<file path="src/rtl/fft_pkg.sv">
// Shared FFT types and helpers: complex sample struct and index bit reversal.
package fft_pkg;

  localparam int CPLX_DW = 16;

  typedef struct packed {
    logic signed [CPLX_DW-1:0] re;
    logic signed [CPLX_DW-1:0] im;
  } cplx_t;

  // Reverses the low log2n bits of idx; upper bits of the result are zero.
  function automatic logic [31:0] bitrev(input logic [31:0] idx, input int log2n);
    logic [31:0] r;
    r = '0;
    for (int i = 0; i < 32; i++) begin
      if (i < log2n) r[i] = idx[log2n-1-i];
    end
    return r;
  endfunction

endpackage

</file>
<file path="src/rtl/fft_bitrev_reorder_if.sv">
// Sample stream into and out of the bit-reversal reorder buffer.
interface fft_bitrev_reorder_if #(
  parameter int DATA_WIDTH = 16
);
  import fft_pkg::*;

  logic                  in_val;
  logic                  in_sof;
  logic [DATA_WIDTH-1:0] in_re;
  logic [DATA_WIDTH-1:0] in_im;
  logic                  out_val;
  logic                  out_sof;
  logic [DATA_WIDTH-1:0] out_re;
  logic [DATA_WIDTH-1:0] out_im;
  logic                  sof_err;

  modport master (
    output in_val, in_sof, in_re, in_im,
    input  out_val, out_sof, out_re, out_im, sof_err
  );

  modport slave (
    input  in_val, in_sof, in_re, in_im,
    output out_val, out_sof, out_re, out_im, sof_err
  );

endinterface

</file>
<file path="src/rtl/fft_pingpong_ram.sv">
// Two-bank sample memory: one write port, one registered read port, both gated by en.
module fft_pingpong_ram
  import fft_pkg::*;
#(
  parameter int DATA_WIDTH = 16,
  parameter int N_POINTS   = 16,
  localparam int AW        = $clog2(2 * N_POINTS)
) (
  input  logic                    clk,
  input  logic                    rst,
  input  logic                    en,
  input  logic                    i_wr_en,
  input  logic [AW-1:0]           i_wr_addr,
  input  logic [2*DATA_WIDTH-1:0] i_wr_data,
  input  logic                    i_rd_en,
  input  logic [AW-1:0]           i_rd_addr,
  output logic [2*DATA_WIDTH-1:0] o_rd_data
);

  logic [2*DATA_WIDTH-1:0] r_mem [0:2*N_POINTS-1];
  logic [2*DATA_WIDTH-1:0] r_rd_data;

  always_ff @(posedge clk) begin
    if (en && i_wr_en) r_mem[i_wr_addr] <= i_wr_data;
  end

  // Only the read register is reset so the block outputs start at zero.
  always_ff @(posedge clk or negedge rst) begin
    if (!rst) begin
      r_rd_data <= '0;
    end else if (en && i_rd_en) begin
      r_rd_data <= r_mem[i_rd_addr];
    end
  end

  assign o_rd_data = r_rd_data;

endmodule

</file>
<file path="src/rtl/fft_bitrev_reorder.sv">
// Ping-pong reorder buffer: bit-reversed FFT output frames in, natural-order frames out.
module fft_bitrev_reorder
  import fft_pkg::*;
#(
  parameter int DATA_WIDTH = 16,
  parameter int N_POINTS   = 16
) (
  input logic                 clk,
  input logic                 rst,
  input logic                 en,
  fft_bitrev_reorder_if.slave bus
);

  localparam int LOG2N = $clog2(N_POINTS);
  localparam logic [LOG2N-1:0] LAST = LOG2N'(N_POINTS - 1);

  typedef enum logic {S_IDLE, S_READ} rd_state_t;

  rd_state_t               r_state;
  logic [LOG2N-1:0]        r_wr_cnt;
  logic [LOG2N-1:0]        r_rd_cnt;
  logic                    r_wr_bank;
  logic                    r_rd_bank;
  logic [1:0]              r_bank_full;
  logic                    r_out_val;
  logic                    r_out_sof;
  logic                    r_sof_err;

  logic                    w_acc;
  logic [LOG2N-1:0]        w_wr_idx;
  logic [LOG2N-1:0]        w_wr_addr;
  logic                    w_wr_last;
  logic                    w_rd_issue;
  logic                    w_rd_last;
  logic                    w_other_full;
  logic [1:0]              w_full_nxt;
  logic [2*DATA_WIDTH-1:0] w_rd_data;

  assign w_acc        = en && bus.in_val;
  assign w_wr_idx     = bus.in_sof ? '0 : r_wr_cnt;
  assign w_wr_addr    = LOG2N'(bitrev(32'(w_wr_idx), LOG2N));
  assign w_wr_last    = w_acc && (w_wr_idx == LAST);
  assign w_rd_issue   = en && (r_state == S_READ);
  assign w_rd_last    = w_rd_issue && (r_rd_cnt == LAST);
  // The other bank counts as ready if the writer completes it on this same edge.
  assign w_other_full = r_bank_full[~r_rd_bank] || (w_wr_last && (r_wr_bank != r_rd_bank));

  always_comb begin
    w_full_nxt = r_bank_full;
    if (w_rd_last) w_full_nxt[r_rd_bank] = 1'b0;
    if (w_wr_last) w_full_nxt[r_wr_bank] = 1'b1;
  end

  always_ff @(posedge clk or negedge rst) begin
    if (!rst) begin
      r_state     <= S_IDLE;
      r_wr_cnt    <= '0;
      r_rd_cnt    <= '0;
      r_wr_bank   <= 1'b0;
      r_rd_bank   <= 1'b0;
      r_bank_full <= 2'b00;
      r_out_val   <= 1'b0;
      r_out_sof   <= 1'b0;
      r_sof_err   <= 1'b0;
    end else if (en) begin
      r_sof_err   <= bus.in_val && bus.in_sof && (r_wr_cnt != '0);
      r_bank_full <= w_full_nxt;
      r_out_val   <= (r_state == S_READ);
      r_out_sof   <= (r_state == S_READ) && (r_rd_cnt == '0);
      if (bus.in_val) begin
        if (w_wr_last) begin
          r_wr_cnt  <= '0;
          r_wr_bank <= ~r_wr_bank;
        end else begin
          r_wr_cnt  <= w_wr_idx + LOG2N'(1);
        end
      end
      case (r_state)
        S_IDLE: begin
          if (r_bank_full[r_rd_bank]) begin
            r_state  <= S_READ;
            r_rd_cnt <= '0;
          end
        end
        S_READ: begin
          r_rd_cnt <= r_rd_cnt + LOG2N'(1);
          if (w_rd_last) begin
            r_rd_bank <= ~r_rd_bank;
            if (!w_other_full) r_state <= S_IDLE;
          end
        end
        default: r_state <= S_IDLE;
      endcase
    end
  end

  fft_pingpong_ram #(
    .DATA_WIDTH (DATA_WIDTH),
    .N_POINTS   (N_POINTS)
  ) u_ram (
    .clk       (clk),
    .rst       (rst),
    .en        (en),
    .i_wr_en   (bus.in_val),
    .i_wr_addr ({r_wr_bank, w_wr_addr}),
    .i_wr_data ({bus.in_re, bus.in_im}),
    .i_rd_en   (w_rd_issue),
    .i_rd_addr ({r_rd_bank, r_rd_cnt}),
    .o_rd_data (w_rd_data)
  );

  assign bus.out_val = r_out_val;
  assign bus.out_sof = r_out_sof;
  assign bus.out_re  = w_rd_data[2*DATA_WIDTH-1:DATA_WIDTH];
  assign bus.out_im  = w_rd_data[DATA_WIDTH-1:0];
  assign bus.sof_err = r_sof_err;

endmodule
</file>
<file path="src/flat_wrapper.sv">
// flat-port wrapper written by rule: the top's interface ports become plain ports
module fft_bitrev_reorder_flat import fft_pkg::*;
#(
  parameter int DATA_WIDTH = 16,
  parameter int N_POINTS   = 16
)
  (clk, rst, en, bus_in_val, bus_in_sof, bus_in_re, bus_in_im, bus_out_val, bus_out_sof, bus_out_re, bus_out_im, bus_sof_err);
  fft_bitrev_reorder_if #(.DATA_WIDTH(DATA_WIDTH)) bus_i ();
  input logic clk;
  input logic rst;
  input logic en;
  input wire logic [$bits(bus_i.in_val)-1:0] bus_in_val;
  input wire logic [$bits(bus_i.in_sof)-1:0] bus_in_sof;
  input wire logic [$bits(bus_i.in_re)-1:0] bus_in_re;
  input wire logic [$bits(bus_i.in_im)-1:0] bus_in_im;
  output wire logic [$bits(bus_i.out_val)-1:0] bus_out_val;
  output wire logic [$bits(bus_i.out_sof)-1:0] bus_out_sof;
  output wire logic [$bits(bus_i.out_re)-1:0] bus_out_re;
  output wire logic [$bits(bus_i.out_im)-1:0] bus_out_im;
  output wire logic [$bits(bus_i.sof_err)-1:0] bus_sof_err;
  assign bus_i.in_val = bus_in_val;
  assign bus_i.in_sof = bus_in_sof;
  assign bus_i.in_re = bus_in_re;
  assign bus_i.in_im = bus_in_im;
  assign bus_out_val = bus_i.out_val;
  assign bus_out_sof = bus_i.out_sof;
  assign bus_out_re = bus_i.out_re;
  assign bus_out_im = bus_i.out_im;
  assign bus_sof_err = bus_i.sof_err;
  fft_bitrev_reorder #(.DATA_WIDTH(DATA_WIDTH), .N_POINTS(N_POINTS)) u_core (.clk(clk), .rst(rst), .en(en), .bus(bus_i));
endmodule
</file>
<file path="config.mk">
export PLATFORM = sky130hd
export DESIGN_NAME = fft_bitrev_reorder_flat
export DESIGN_NICKNAME = d
export VERILOG_FILES = /design/src/rtl/fft_pkg.sv /design/src/rtl/fft_bitrev_reorder_if.sv /design/src/rtl/fft_pingpong_ram.sv /design/src/rtl/fft_bitrev_reorder.sv /design/src/flat_wrapper.sv
export SDC_FILE = /design/constraint.sdc
export NUM_CORES = 1
export LEC_CHECK = 0
export ABC_CLOCK_PERIOD_IN_PS = 3800
export BUFFER_PORTS_ARGS = -buffer_cell sky130_fd_sc_hd__buf_2
export CAP_MARGIN = 20
export CELL_PAD_IN_SITES_DETAIL_PLACEMENT = 1
export CELL_PAD_IN_SITES_GLOBAL_PLACEMENT = 1
export CORE_UTILIZATION = 55
export DETAILED_ROUTE_END_ITERATION = 8
export PLACE_DENSITY_LB_ADDON = 0.12
export SLEW_MARGIN = 20
export SYNTH_ARGS = -nofsm -noshare
export SYNTH_HDL_FRONTEND = slang
export SYNTH_HIERARCHICAL = 1
export SYNTH_SLANG_ARGS = --single-unit
export TNS_END_PERCENT = 1
</file>
<file path="constraint.sdc">
create_clock -name clk -period 3.8 [get_ports clk]
set_input_delay 0.19 -clock clk [delete_from_list [all_inputs] [get_ports clk]]
set_output_delay 0.19 -clock clk [all_outputs]
set_load 0.01 [all_outputs]
</file>
After elaboration in Yosys (flattened, before gate mapping)
Memories as Yosys holds them, arrays and structs flattened. A register that Yosys moved wholly into a read port is not among the register bits. Index checks and enable logic that the tools add are counted.

Equality and inequality tests: 4. Bitwise operators: 6. Add/sub/neg operators: 2. Multiplexer cells: 20. Order comparisons: 5. Reduce and logical (&&, ||, !) cells: 19.

Operators by type and width (number): 4-bit two-way mux (3); 1-bit logical AND (11); 1-bit two-way mux (11); 4-bit by 1-bit adder with 4-bit output (second input constant) (2); 4-bit == test (second input constant) (2); 4-bit one-hot mux with 2 select lines (1); 1-bit by 2-bit < comparator with 1-bit output (second input constant) (3); 3-bit AND reduction (2); 4-bit zero test (1); 2-bit two-way mux (2); 2-bit AND reduction (2); 4-bit nonzero test (1); 1-bit NOT (3); 2-bit bitwise AND (1); 1-bit demux with 1-bit select (2); 1-bit >= comparator (second input constant) (2); 2-bit by 1-bit inequality test with 1-bit output (second input constant) (1); 2-bit NOT (1); 2-bit bitwise OR (1); 1-bit one-hot mux with 2 select lines (1); 1-bit zero test (1); 1-bit logical OR (1); 1-bit inequality test (1).

Logic and storage cells: 66. Bits in registers: 16. Input port bits: 37. RAM bits: 1024. Output and inout bits: 35. Memories: 1.

Memories: u_core.u_ram.r_mem (depth 32, width 32, read ports 1, clocked after memory_dff 1, write ports 1, RTL line fft_pingpong_ram.sv:20) `logic [2*DATA_WIDTH-1:0] r_mem [0:2*N_POINTS-1];`.

Depth between registers and ports, before layout
Word-level depth: 9. Mapped depth: 8.

By module
The synthesis kept the hierarchy.

Modules (own cells, without submodules): fft_pingpong_ram (sequential area each 31550.3 µm², area an instance 41110.7 µm², instances 1, cells an instance 2173); fft_bitrev_reorder (sequential area each 400.4 µm², area an instance 835.8 µm², instances 1, cells an instance 74).

Worst setup path before layout
Ideal clock, no wire load.

Path type: reg-to-reg. Start: register u_core.r_wr_cnt[1]. End: memory u_core/u_ram/r_mem[4][0] (netlist bit), enable pin. Slack: 816 ps. Buffers on the path: 0. Data arrival time: 2563 ps. Library setup time: 421 ps. Cell stages (with the launch flop): 4. Cells stage by stage: dfrtp_1 nor2b_1 or3b_2 nor2_1.

Cells in the longest elaborated chain, start to end: 1.

RTL lines: start, declared (RTL line fft_bitrev_reorder.sv:20) `logic [LOG2N-1:0] r_wr_cnt;`; start signal, assigned (RTL line fft_bitrev_reorder.sv:75) `r_wr_cnt <= w_wr_idx + LOG2N'(1);`; 4-bit two-way mux (RTL line fft_bitrev_reorder.sv:40) `assign w_wr_idx = bus.in_sof ? '0 : r_wr_cnt;`; named net u_core.w_wr_idx[1] (RTL line fft_bitrev_reorder.sv:30) `logic [LOG2N-1:0] w_wr_idx;`; end, declared (RTL line fft_pingpong_ram.sv:20).

The timed path passes the listed nets, and every way through them passes these cells.

Worst setup path in the final report
Start: register u_core.r_wr_cnt[0]. End: memory u_core/u_ram/r_mem[24][2] (netlist bit), enable pin.

The elaborated chain is that of the path after synthesis.

==> results.md <==
### Outcome
* outcome: completed

### Hold path
* min-delay src: bus_in_re[13]
* worst-case hold path end point: u_core/u_ram/r_mem[10][29]
* cell count of the worst hold path: 1
* path class of the lowest-slack min-delay path: primary input to flip-flop

### Logic synthesis
* synthesized instance count: 2,247
* YS warnings: 6
* count of different cell masters after synthesis: 47
* syn nets: 2,287
* area of the mapped netlist: 41,900 µm²
* share of synthesized registers carrying an async set or reset: 4.48%
* EDFF count, synth: 1,024
* register bit total from synthesis: 1,072
* sequential element share of the synthesized area: 76.2%
* average cell area after synthesis: 18.7 µm²
* top flip-flop cell by instance count after synthesis: sky130_fd_sc_hd__edfxtp_1

### STA
* worst relative slew slack: 26.7%
* clk_skew: 0.0274 ns
* minimum setup slack in the final design: 0.884 ns
* setup_tns: 0 ns
* share of the clock period used by the worst path: 76.7%
* number of hold violations in the final report: 0
* pin slew with the least headroom to its limit: 1.09 ns
* unrepaired setup endpoints after global routing: false
* setup violators final: 0
* upper clock frequency limit: 343 MHz
* final critical delay including setup and external delays: 2.92 ns
* Final Max Slew Viols: 0

### Place
* Detail Placement HPWL: 64.5 mm
* final RePlAce weighted congestion: 0.786
* Worst Setup Slack post-DPL: 0.961 ns
* number of input and output port buffers inserted: 71

### Global routing
* first-pass GRT wire length: 166 mm
* initial antenna violation count: 4
* total grt overflow: 0
* global-route usage over all layers: 30.2%
* vias in the first global route: 24.3k
* pin count of the biggest net entering global routing: 77

### Cells and area
* Layout Utilization: 63.4%
* total area of multi-input combinational cells: 9470 µm²
* area of all sequential standard cells: 32,000 µm²
* filler cell count: 6,266
* final net count: 2,432
* synthesis-to-layout area growth: 13.3%
* fraction of layout instances using a drive strength above 1: 16.9%

### Route
* wire length reported by the detailed router: 117 mm
* number of DRC violations after detailed routing: 0
* antenna-violating nets left: 0
* vias per inst: 6.61
* drt wl/cell: 33.8 µm
* count of TritonRoute iterations in the first routing pass: 5
* total via count after detailed routing: 22.8k
* violation count after the first detailed-route iteration: 2,291

### Run
* max cap viols: 0

### CTS
* source-to-sink clock delay at the later pin of the worst-skew pair: 0.67 ns
* count of H-tree levels built during CTS: 3
* number of clock buffers inserted by TritonCTS: 108
* clock slew at reported path FFs: 0.06 ns
* Root Buffer: sky130_fd_sc_hd__clkbuf_16
* TritonCTS clock tree: done
* CTS sink cnt: 1,072
* buffer count from post-CTS setup fixing: 0
* maximum number of buffers from clock root to sink: 3
* post-CTS resize count: 0

### Power
* IR Drop Worst-Case VDD: 0.000389 V
* power per standard cell area: 497 nW/µm²
* Power, Total: 23.6 mW
* standby leakage power: 14.5 nW

### Setup path
* arrival time at the worst endpoint: 3.26 ns
* critical path data required time: 4.14 ns
* critical path endpoint category: flip-flop
* launch point of the worst reg-to-reg path: u_core/r_wr_cnt[0]
* maximum fanout along the worst path: 15
* worst setup path class: flip-flop to flip-flop
* startpoint of the worst setup timing path: u_core/r_wr_cnt[0]
* CP Launch Type: flip-flop
* count of cells along the worst register-to-register path: 4
* minimum setup slack among reg-to-reg paths: 0.88 ns
* end of the worst register-to-register path: u_core/u_ram/r_mem[24][2]

### Floorplan
* number of top-level design ports: 72
* Die H: 278 µm
* FP Rows: 100
* full die area: 77,400 µm²
* floorplan die width: 278 µm
* placeable core area: 74,900 µm²
* effective utilization at floorplan: 56.0%

through the flow:
stage / cell area, µm² / hold WS (ns) / cells
finish: 47500 / 0.0352 / 3452
global route: 47500 / 0.0284 / 3451
CTS: 47500 / 0.00359 / 3450
detailed placement: 44100 / 0.279 / 3242
global placement: 44100 / 0.266 / 3242
floorplan: 41900 / -0.106 / 2247
registers in the layout, summed over array words and instances (netlist names), 2 cells and up:
| signal | count |
|---|---|
| u_core/r_wr_cnt | 4 |
| u_core/u_ram/o_rd_data | 32 |
| u_core/u_ram/r_mem | 1024 |
| u_core/r_rd_cnt | 4 |
| u_core/r_bank_full | 2 |
cell usage in the layout, fill, tap and decap left out, drive strengths merged, types with 4 or more instances in the layout:
| cell type | instances |
|---|---|
| a22oi | 128 |
| dfrtp | 48 |
| bufinv | 4 |
| a221oi | 64 |
| dlygate4sd3 | 9 |
| edfxtp | 1024 |
| nor2b | 6 |
| a21oi | 65 |
| nor2 | 37 |
| o22ai | 32 |
| mux2i | 513 |
| nand2 | 41 |
| clkinv | 42 |
| mux2 | 5 |
| o41ai | 32 |
| o21ai | 6 |
| buf | 160 |
| inv | 8 |
| a22o | 66 |
| clkbuf | 151 |
where the power goes:
| part | internal (mW) | switching (mW) | total (mW) |
|---|---|---|---|
| Sequential | 13.0 | 0.0324 | 13.1 |
| Clock | 5.78 | 4.36 | 10.1 |
| Combinational | 0.0827 | 0.348 | 0.430 |
| Total | 18.9 | 4.74 | 23.6 |
timing repair:
item | in CTS | in global routing
endpoints found under the setup margin | 0 | 0
hold endpoints to repair | 78 | 0
hold buffers | 9 | 0
layer usage:
metal	up-vias	global-route usage (%)	share of wire, %
met5	-	0	0.020
met4	4	11.1	3.4
met3	218	4.61	6.1
met2	930	51.0	50
met1	12200	39.9	40
li1	9498	-	-
worst max-delay path by stage:
stage	end	slack (ns)	cells after the start
after floorplan	u_core/u_ram/r_mem[4][0]	0.82	3
after global placement	u_core/u_ram/r_mem[12][4]	1.05	4
after detailed placement	u_core/u_ram/r_mem[24][0]	0.96	4
after CTS	u_core/u_ram/r_mem[25][5]	0.96	4
after global routing	u_core/u_ram/r_mem[25][6]	0.81	4
final	u_core/u_ram/r_mem[24][2]	0.88	4
kinds of logic (layout without fill, tap and decap cells):
family / Yosys count / in the layout / synth area share [%]
mux: 518 / 518 / 12.4
other cells: 0 / 2 / 0
compound gates: 402 / 402 / 8.14
fa+ha+maj: 3 / 3 / 0.0895
simple gates: 107 / 107 / 1.22
buf+inv: 141 / 375 / 1.92
xor+xnor: 4 / 4 / 0.0835
flops: 1072 / 1072 / 76.2
cell usage after synthesis, types with 2 or more instances:
master	count	area [µm²]
sky130_fd_sc_hd__mux2i_1	513	5130
sky130_fd_sc_hd__dfrtp_1	48	1200
sky130_fd_sc_hd__buf_6	13	146
sky130_fd_sc_hd__nand4_1	2	12.5
sky130_fd_sc_hd__o22ai_1	32	200
sky130_fd_sc_hd__or3b_2	2	17.5
sky130_fd_sc_hd__a22oi_1	128	961
sky130_fd_sc_hd__or3_1	3	18.8
sky130_fd_sc_hd__a31oi_1	2	12.5
sky130_fd_sc_hd__nand3_1	3	15.0
sky130_fd_sc_hd__edfxtp_1	1024	30700
sky130_fd_sc_hd__nand2b_1	2	12.5
sky130_fd_sc_hd__nor2b_1	6	37.5
sky130_fd_sc_hd__clkbuf_4	8	60.1
sky130_fd_sc_hd__inv_1	7	26.3
sky130_fd_sc_hd__nand2_1	41	154
sky130_fd_sc_hd__buf_2	18	90.1
sky130_fd_sc_hd__o21ai_0	5	25.0
sky130_fd_sc_hd__buf_8	4	60.1
sky130_fd_sc_hd__nand3b_1	3	22.5
sky130_fd_sc_hd__a22o_1	66	578
sky130_fd_sc_hd__buf_4	22	165
sky130_fd_sc_hd__a21oi_1	65	325
sky130_fd_sc_hd__a221oi_2	26	390
sky130_fd_sc_hd__mux2_2	5	56.3
sky130_fd_sc_hd__ha_1	3	37.5
sky130_fd_sc_hd__buf_1	15	56.3
sky130_fd_sc_hd__clkbuf_1	54	203
sky130_fd_sc_hd__and2_1	2	12.5
sky130_fd_sc_hd__nor2_1	37	139
sky130_fd_sc_hd__o41ai_2	32	521
sky130_fd_sc_hd__a221oi_1	38	333
sky130_fd_sc_hd__xnor2_1	3	26.3
sky130_fd_sc_hd__o31ai_1	2	15.0
area by class of cell:
cell class	instances	area share [%]
clock inverters	48	0.700
flip-flops and latches	1072	67.2
diodes	2	0.0105
multi-input cells	1034	19.9
repair buffers	169	3.16
well taps	969	2.55
clock buffers	151	6.35
inverters	7	0.0553
critical path, stage by stage (launching register included):
cell and delay (ns):
sky130_fd_sc_hd__dfrtp_1 0.38, sky130_fd_sc_hd__nor2b_1 0.60, sky130_fd_sc_hd__nand3b_1 0.48, sky130_fd_sc_hd__nor2_4 0.78, sky130_fd_sc_hd__buf_4 0.35
No activity file was read; power rests on OpenSTA's default activity.
